$ cat src/rtl/hdc_pkg.sv
// Shared hyperdimensional-computing definitions: default hypervector geometry
// and the bundler control state encoding.
package hdc_pkg;

    localparam int DIM   = 64;  // hypervector width, one bit per dimension
    localparam int CNT_W = 8;   // per-dimension counter and sample-count width

    typedef enum logic [1:0] {
        IDLE   = 2'd0,
        ACCUM  = 2'd1,
        THRESH = 2'd2,
        DONE   = 2'd3
    } state_t;

endpackage

$ cat src/rtl/hv_count_lane.sv
// One dimension of the bundler: counts how many accepted hypervectors had this
// bit set (saturating) and reports whether that count is a strict majority.
module hv_count_lane #(
    parameter int CNT_W = hdc_pkg::CNT_W
) (
    input  logic             clk,
    input  logic             rst_n,
    input  logic             i_clr,   // start of a new bundle
    input  logic             i_inc,   // a beat is accepted this cycle
    input  logic             i_bit,   // this dimension's bit of the beat
    input  logic [CNT_W-1:0] i_num,   // latched number of samples
    output logic             o_maj    // 2*count > num
);

    localparam logic [CNT_W-1:0] CNT_ONE = CNT_W'(1);
    localparam logic [CNT_W-1:0] CNT_MAX = '1;

    logic [CNT_W-1:0] r_cnt;

    // Saturating set-bit counter, cleared when a new bundle starts
    always_ff @(posedge clk or negedge rst_n) begin
        // NOTE: non-blocking assignment so every lane and the control FSM see the pre-edge value of each other's state.
        if (!rst_n) begin
            r_cnt <= '0;
        end else if (i_clr) begin
            r_cnt <= '0;
        end else if (i_inc && i_bit && (r_cnt != CNT_MAX)) begin
            r_cnt <= r_cnt + CNT_ONE;
        end
    end

    // Doubling is done one bit wider so a full counter cannot wrap; ties give 0
    assign o_maj = ({r_cnt, 1'b0} > {1'b0, i_num});

endmodule

$ cat src/rtl/hv_bundler.sv
// Majority bundler: accepts num_samples binary hypervectors over a valid/ready
// stream, counts set bits per dimension, then thresholds at a strict majority
// and presents the bundled hypervector until the consumer takes it.
module hv_bundler #(
    parameter int DIM   = hdc_pkg::DIM,
    parameter int CNT_W = hdc_pkg::CNT_W
) (
    input  logic             clk,
    input  logic             rst_n,
    input  logic             start,
    input  logic [CNT_W-1:0] num_samples,
    input  logic             hv_valid,
    output logic             hv_ready,
    input  logic [DIM-1:0]   hv_in,
    output logic             bundle_valid,
    input  logic             bundle_ready,
    output logic [DIM-1:0]   bundle_hv,
    output logic             busy
);

    import hdc_pkg::state_t;
    import hdc_pkg::IDLE;
    import hdc_pkg::ACCUM;
    import hdc_pkg::THRESH;
    import hdc_pkg::DONE;

    localparam logic [CNT_W-1:0] CNT_ONE = CNT_W'(1);

    state_t           r_state;
    state_t           w_next;
    logic [CNT_W-1:0] r_num;
    logic [CNT_W-1:0] r_beat;
    logic [DIM-1:0]   r_bundle_hv;
    logic [DIM-1:0]   w_maj;
    logic             w_start_ok;
    logic             w_accept;
    logic             w_last;

    assign w_start_ok = (r_state == IDLE) && start;
    assign w_accept   = hv_valid && hv_ready;
    // r_num is at least 1 whenever ACCUM is entered, so r_num-1 cannot wrap here
    assign w_last     = (r_beat == (r_num - CNT_ONE));

    // State register
    always_ff @(posedge clk or negedge rst_n) begin
        if (!rst_n) begin
            r_state <= IDLE;
        end else begin
            r_state <= w_next;
        end
    end

    // Next-state logic
    always_comb begin
        // NOTE: default assignment first so no path through the case leaves w_next unassigned (no latch).
        w_next = r_state;
        unique case (r_state)
            IDLE:    if (start) w_next = (num_samples == '0) ? THRESH : ACCUM;
            ACCUM:   if (w_accept && w_last) w_next = THRESH;
            THRESH:  w_next = DONE;
            DONE:    if (bundle_ready) w_next = IDLE;
            default: w_next = IDLE;
        endcase
    end

    // Handshake and status outputs decoded from the current state
    always_comb begin
        hv_ready     = 1'b0;
        bundle_valid = 1'b0;
        busy         = 1'b1;
        unique case (r_state)
            IDLE:    busy = 1'b0;
            ACCUM:   hv_ready = 1'b1;
            THRESH:  ;
            DONE:    bundle_valid = 1'b1;
            default: busy = 1'b0;
        endcase
    end

    // Latched sample count, beat counter and registered bundle result
    always_ff @(posedge clk or negedge rst_n) begin
        if (!rst_n) begin
            r_num       <= '0;
            r_beat      <= '0;
            r_bundle_hv <= '0;
        end else begin
            if (w_start_ok) begin
                r_num  <= num_samples;
                r_beat <= '0;
            end else if (w_accept) begin
                r_beat <= r_beat + CNT_ONE;
            end
            // Result is captured only on the THRESH exit edge and held otherwise
            if (r_state == THRESH) begin
                r_bundle_hv <= w_maj;
            end
        end
    end

    for (genvar d = 0; d < DIM; d++) begin : g_lane
        hv_count_lane #(
            .CNT_W (CNT_W)
        ) u_lane (
            .clk   (clk),
            .rst_n (rst_n),
            .i_clr (w_start_ok),
            .i_inc (w_accept),
            .i_bit (hv_in[d]),
            .i_num (r_num),
            .o_maj (w_maj[d])
        );
    end

    assign bundle_hv = r_bundle_hv;

endmodule

$ cat config.mk
export PLATFORM = sky130hd
export DESIGN_NAME = hv_bundler
export DESIGN_NICKNAME = d
export VERILOG_FILES = /design/src/rtl/hdc_pkg.sv /design/src/rtl/hv_count_lane.sv /design/src/rtl/hv_bundler.sv
export SDC_FILE = /design/constraint.sdc
export NUM_CORES = 2
export LEC_CHECK = 0
export CORE_MARGIN = 2
export CORE_UTILIZATION = 55
export DETAILED_ROUTE_END_ITERATION = 10
export PLACE_DENSITY_LB_ADDON = 0.08
export SYNTH_ARGS = -nofsm -noshare
export SYNTH_HDL_FRONTEND = slang
export SYNTH_HIERARCHICAL = 1
export SYNTH_SLANG_ARGS = --single-unit
$ cat constraint.sdc
create_clock -name clk -period 14 [get_ports clk]
set_clock_uncertainty 0.15 [all_clocks]
set_input_delay 1.4 -clock clk [delete_from_list [all_inputs] [get_ports clk]]
set_output_delay 1.4 -clock clk [all_outputs]
set_load 0.05 [all_outputs]
### Yosys cells after proc, flatten, opt, wreduce, memory -nomap -nowiden

Cells that the tools add are included.

| cells by class | value |
|---|---|
| order comparisons | 64 |
| reductions and logical operators | 199 |
| multiplexer cells | 138 |
| equality and inequality tests | 71 |
| add/subtract/negate cells | 66 |

Operator list:

| kind | number |
|---|---|
| two-way mux 8 bit | 130 |
| greater-than comparator 9 x 8 -> 1 bit | 64 |
| adder 8 x 1 -> 8 bit (second input constant) | 65 |
| != test 8 bit (second input constant) | 64 |
| logical AND 1 bit | 131 |
| nonzero test 2 bit | 65 |
| == test 8 bit | 1 |
| logical NOT 8 bit | 1 |
| two-way mux 2 bit | 4 |
| one-hot mux 2 bit (4 select lines) | 1 |
| subtractor 8 x 1 -> 8 bit (second input constant) | 1 |
| != test 2 bit (second input constant) | 3 |
| == test 2 bit (second input constant) | 2 |
| two-way mux 1 bit | 3 |
| AND reduction 3 bit | 1 |
| == test 2 x 1 -> 1 bit (second input constant) | 1 |
| logical NOT 2 bit | 1 |

| word-level totals | value |
|---|---|
| logic and storage cells | 606 |
| output and inout port bits | 67 |
| input bits | 77 |
| bits in registers | 594 |

### Longest topological paths before layout

| logic depth | value |
|---|---|
| depth after elaboration | 7 |
| gate-level depth with buffers | 8 |
| mapped depth without buffers | 8 |

### Cells and area by module

Netlist, hierarchy kept.

By module, submodules not included:

| module | seq. area each (µm²) | instances | cells an instance | area each (µm²) |
|---|---|---|---|---|
| hv_count_lane | 200.2 | 64 | 71 | 665.6 |
| hv_bundler | 2052.0 | 1 | 264 | 3494.6 |

### Worst setup path before layout

Ideal clock, no wire load.

| timing path | value |
|---|---|
| path type | input to register |
| start | in hv_valid |
| end | reg r_beat[7] |
| arrival | 7.635 ns |
| setup time | 0.124 ns |
| stages | 5 |
| path buffers | 1 |
| slack | 6.091 ns |
| data required time | 13.726 ns |
| path through | and2_1 > clkbuf_1 > nand4_1 > or3_1 > a21oi_1 |

| on the way | value |
|---|---|
| cells in the longest elaborated chain, start to end | 2 |

RTL lines:

| what | RTL line | RTL |
|---|---|---|
| start, declared | hv_bundler.sv:12 | `input logic hv_valid,` |
| logical AND 1 bit | hv_bundler.sv:40 | `assign w_accept = hv_valid && hv_ready;` |
| named net w_accept | hv_bundler.sv:36 | `logic w_accept;` |
| nonzero test 2 bit (no line) | - |  |
| end signal, assigned | hv_bundler.sv:91 | `r_beat <= r_beat + CNT_ONE;` |
| end, declared | hv_bundler.sv:32 | `logic [CNT_W-1:0] r_beat;` |

The timed path passes the listed nets, and every way through them passes these cells.
A chain may end at the register's enable or synchronous reset.

### Final worst setup path

| timing path | value |
|---|---|
| start | in hv_valid |
| end | reg g_lane[30].u_lane.r_cnt[4] |

| on the way | value |
|---|---|
| cells in the longest elaborated chain, start to end | 4 |

RTL lines:

| what | RTL line | RTL |
|---|---|---|
| logical AND 1 bit | hv_bundler.sv:40 |  |
| logical AND 1 bit (2 in series) | hv_count_lane.sv:27 | `end else if (i_inc && i_bit && (r_cnt != CNT_MAX)) begin` |
| nonzero test 2 bit (no line) | - |  |
| end signal, assigned | hv_count_lane.sv:28 | `r_cnt <= r_cnt + CNT_ONE;` |
| end, declared | hv_count_lane.sv:18 | `logic [CNT_W-1:0] r_cnt;` |

No other way between the ends.

==> parameters.txt <==
Parameter                              Value

Outcome
  Status    finished, final reports clean

GRT
  Vias in the first global route    36.0k
  Initial antenna violation count    10
  Largest net degree at the start of global routing    220
  Overall fraction of global-route tracks in use    25.8%
  Aggregate global routing overflow    0
  First-pass GRT wire length    186 mm

Routing
  Top routing layer in use    met5
  Wire length on met2    52.2 mm
  First-iteration detailed-routing DRC count    2404
  Number of nets still failing antenna checks after routing    0
  Number of design rule violations left after detail routing    0
  Vias after detailed routing    38.2k
  Via count normalized by instance count    6.31
  Aggregate routed wire length    113 mm
  TritonRoute pass-1 iters    6
  Post-route met1 wirelength    52.3 mm
  Routed length per placed instance    18.6 um
  Total length of routed met3 wires    5.40 mm

Final layout
  Final Net Count    5504
  Fraction of layout instances using a drive strength above 1    9.52%
  Growth of design area from synthesis to finish    10.3%
  Final instance count without filler cells    6051

Timing
  Number of max-slew violations in the final report    0
  Final critical-path required period    5.31 ns
  Worst-case setup margin in the final layout    8.69 ns
  Share of the cycle needed by the critical path after routing    37.9%
  Minimum hold slack    0.354 ns
  Total Neg Setup Slack    0 ns
  Worst-margin pin slew    1.04 ns
  Maximum frequency from static timing analysis    188 MHz
  RSZ-0062 raised after global routing    no
  Number of hold violations in the final report    0
  Number of failing setup endpoints in the final timing report    0
  Max transition margin    30.9%

Yosys
  Combinational family with the most area after synthesis    simple AND/OR/NAND/NOR gates
  Cell area after synthesis    0.0461 mm^2
  Number of enable flip-flop cells after synthesis    0
  Cell taking the most area after synthesis    sky130_fd_sc_hd__dfrtp_1
  Fraction of registers with async set/reset    100%
  Adder-cell area share of the yosys netlist    14.1%
  Number of nets produced by synthesis    5404
  Area share of and/or/nand/nor cells after synthesis    23.7%
  Mean post-synth cell area    9.59 um^2
  Sequential fraction of the synthesis area    32.2%
  Synth Flop Type    sky130_fd_sc_hd__dfrtp_1
  Syn. warnings    6
  Mux contribution to synthesized area    6.62%
  Synthesized-area fraction occupied by ao, oa, aoi and oai cells    17.0%
  Cell count after synthesis    4808
  Portion of synthesized cell area occupied by the leading cell type    32.2%
  Post-synthesis xor/xnor area fraction    0.247%
  Leading cell types by total area after synthesis    sky130_fd_sc_hd__dfrtp_1 (32%), sky130_fd_sc_hd__ha_1 (14%), sky130_fd_sc_hd__inv_1 (4.2%), sky130_fd_sc_hd__a211oi_1 (3.1%), sky130_fd_sc_hd__mux2_2 (3.1%)
  Count of different cell masters after synthesis    54
  Number of storage elements in the synthesis netlist    594

CTS
  Deepest level of the CTS H-tree    3
  Source-to-sink clock delay at the later pin of the worst-skew pair    0.63 ns
  Clock slew at reported path FFs    0.06 ns
  CTS Buffer Depth    3
  Count of clock tree sinks    594
  Post-cts gate resize count    0
  Clock Tree Root    sky130_fd_sc_hd__clkbuf_16
  CTS tree    built
  CTS hold repair buffers    0
  Number of clock buffers inserted by TritonCTS    74
  Post-CTS Setup Inserts    0

Critical path
  Worst reg-to-reg path cell count    9
  Top cell by count, worst path    sky130_fd_sc_hd__buf_4
  Crit Reg-Reg Endpoint    g_lane[30].u_lane/r_cnt[4]
  Required @ worst endpoint    14.34 ns
  Launch point of the critical path    hv_valid
  Count of buffering cells on the critical path with inverters included    4
  End point of the critical path    g_lane[30].u_lane/r_cnt[4]
  Worst reg2reg path startpoint    r_state[1]
  Critical-path maximum fanout    89
  Crit path depth    8
  Critical Path, Cell by Cell    clkdlybuf4s50_1 > and2_4 > buf_4 > buf_4 > buf_4 > nand4_1 > a311oi_1 > o21bai_1
  Crit path arrival time    5.65 ns
  Worst setup EP type    flop
  Worst setup SP type    primary input
  Delay contributed by the slowest stage of the critical path    0.94 ns
  Crit path max-delay family    buffers and inverters
  CP max-delay cell    sky130_fd_sc_hd__buf_4
  Kind of critical path    in2reg
  Reg-to-reg slack, setup    9.04 ns

Pwr
  VDD IR-drop max    0.000141 V
  PwrDens    146 mW/mm^2
  Static Leak    22.7 nW

Run
  Number of maximum-capacitance constraint violations    0

Floorplanning
  Site row count    106
  I/O pin count    144
  Die ar.    0.0861 mm^2
  Die X-Extent    294 um
  Starting Density    55.3%
  Die height    294 um
  Core outline area    0.0833 mm^2

Worst hold path
  Path class of the lowest-slack min-delay path    reg2reg

Placed design
  Gp weighted congestion    0.820
  Cell Count Post-Placement    5912
  Placed wire-length estimate after detailed placement    70.1 mm
  Post-placement setup slack    8.12 ns
  Total of buffers placed on input and output ports    143
[through the flow]
| stage | power [mW] | instance area, um^2 | util (%) |
|---|---|---|---|
| final | 7.40 | 50800 | 61.0 |
| after global routing | 7.99 | 50800 | 61.0 |
| after CTS | 7.48 | 50800 | 61.0 |
| after detailed placement | 5.45 | 48300 | 58.0 |
| after global placement | 5.35 | 48300 | 58.0 |
| after floorplan | 4.51 | 46100 | - |
[Yosys cell counts (5+ instances only)]
cell                         n
sky130_fd_sc_hd__mux2_4     64
sky130_fd_sc_hd__nor4_1    129
sky130_fd_sc_hd__xnor2_1     6
sky130_fd_sc_hd__and4_1     64
sky130_fd_sc_hd__inv_1     521
sky130_fd_sc_hd__nor3b_1    64
sky130_fd_sc_hd__or2b_1     65
sky130_fd_sc_hd__o21a_1     64
sky130_fd_sc_hd__mux2_2    128
sky130_fd_sc_hd__mux2i_1    65
sky130_fd_sc_hd__a41oi_1   128
sky130_fd_sc_hd__nand3_2    64
sky130_fd_sc_hd__and4b_2    64
sky130_fd_sc_hd__a31oi_1   129
sky130_fd_sc_hd__a211oi_1  192
sky130_fd_sc_hd__and3_1    129
sky130_fd_sc_hd__xor2_1      7
sky130_fd_sc_hd__nand2b_1  130
sky130_fd_sc_hd__o211a_1    64
sky130_fd_sc_hd__nor3_1     66
sky130_fd_sc_hd__clkbuf_1   12
sky130_fd_sc_hd__a311oi_1  128
sky130_fd_sc_hd__nand4b_1   64
sky130_fd_sc_hd__buf_4      64
sky130_fd_sc_hd__nand3_1   131
sky130_fd_sc_hd__o21ai_0     5
sky130_fd_sc_hd__a21oi_1   130
sky130_fd_sc_hd__nand2_1   151
sky130_fd_sc_hd__nand4_1   131
sky130_fd_sc_hd__nor4b_1    65
sky130_fd_sc_hd__dfrtp_1   594
sky130_fd_sc_hd__buf_2      64
sky130_fd_sc_hd__nor2_1    203
sky130_fd_sc_hd__and2b_1    64
sky130_fd_sc_hd__and2_1    129
sky130_fd_sc_hd__o211ai_1   65
sky130_fd_sc_hd__o21bai_1  128
sky130_fd_sc_hd__ha_1      519
[state kept, by name, indices dropped and copies added, names as in the netlist]
name / flops
bundle_hv: 64
r_beat: 8
g_lane.u_lane/r_cnt: 512
r_num: 8
r_state: 2
[cell usage in the layout (no fill, tap or decap), types with 131 or more instances in the layout]
master / synthesis / layout
sky130_fd_sc_hd__a211oi_1: 192 / 192
sky130_fd_sc_hd__nand4_1: 131 / 131
sky130_fd_sc_hd__nand3_1: 131 / 131
sky130_fd_sc_hd__nand2_1: 151 / 151
sky130_fd_sc_hd__clkdlybuf4s50_1: 0 / 142
sky130_fd_sc_hd__nor2_1: 203 / 203
sky130_fd_sc_hd__ha_1: 519 / 518
sky130_fd_sc_hd__inv_1: 521 / 520
sky130_fd_sc_hd__dfrtp_1: 594 / 586
[routing by layer]
layer,vias to the layer above,track usage [%]
met5,-,0
met4,10,7.47
met3,180,3.57
met2,832,42.7
met1,18600,35.3
li1,18600,-
[worst register-to-register path, stage by stage (launching register included)]
cell	delay, ns
sky130_fd_sc_hd__dfrtp_1	0.41
sky130_fd_sc_hd__inv_1	0.13
sky130_fd_sc_hd__ha_1	0.30
sky130_fd_sc_hd__and2_4	0.39
sky130_fd_sc_hd__buf_4	0.72
sky130_fd_sc_hd__buf_4	0.90
sky130_fd_sc_hd__buf_4	0.96
sky130_fd_sc_hd__nand4_1	0.38
sky130_fd_sc_hd__a311oi_1	0.38
sky130_fd_sc_hd__o21bai_1	0.12
[final cells by class]
| class | count | area, um^2 |
|---|---|---|
| repair buffers | 164 | 1640 |
| diodes | 5 | 12.5 |
| flip-flops and latches | 594 | 14900 |
| multi-input cells | 3553 | 28400 |
| inverters | 521 | 1960 |
| clock inverters | 15 | 179 |
| well taps | 1080 | 1350 |
| fillers | 7056 | 32500 |
| clock buffers | 119 | 2340 |
[kinds of logic (layout without fill, tap and decap cells)]
| family | Yosys count | in the layout |
|---|---|---|
| simple gates | 1722 | 1722 |
| fa+ha+maj | 519 | 519 |
| other cells | 0 | 5 |
| xor+xnor | 13 | 13 |
| compound gates | 1042 | 1042 |
| buf+inv | 661 | 819 |
| flops | 594 | 594 |
| mux | 257 | 257 |
[worst min path at each step]
stage | cells past startpoint | endpoint | slack, ns | from
4_1_cts | 1 | bundle_hv[52] | 0.36 | bundle_hv[52]
6_report | 1 | bundle_hv[17] | 0.35 | bundle_hv[17]
3_5_place_dp | 1 | bundle_hv[21] | 0.35 | bundle_hv[21]
3_3_place_gp | 1 | bundle_hv[2] | 0.34 | bundle_hv[2]
2_1_floorplan | 1 | r_state[0] | 0.36 | r_state[0]
5_1_grt | 1 | bundle_hv[51] | 0.37 | bundle_hv[51]
[where the power goes]
part | switching (mW) | internal, mW | leakage, nW
Sequential | 0.478 | 1.92 | 8.21
Combinational | 1.79 | 1.22 | 13.3
Clock | 0.782 | 1.21 | 1.25
Total | 3.05 | 4.35 | 22.7
Note: power is estimated with default switching activity, not from simulation.
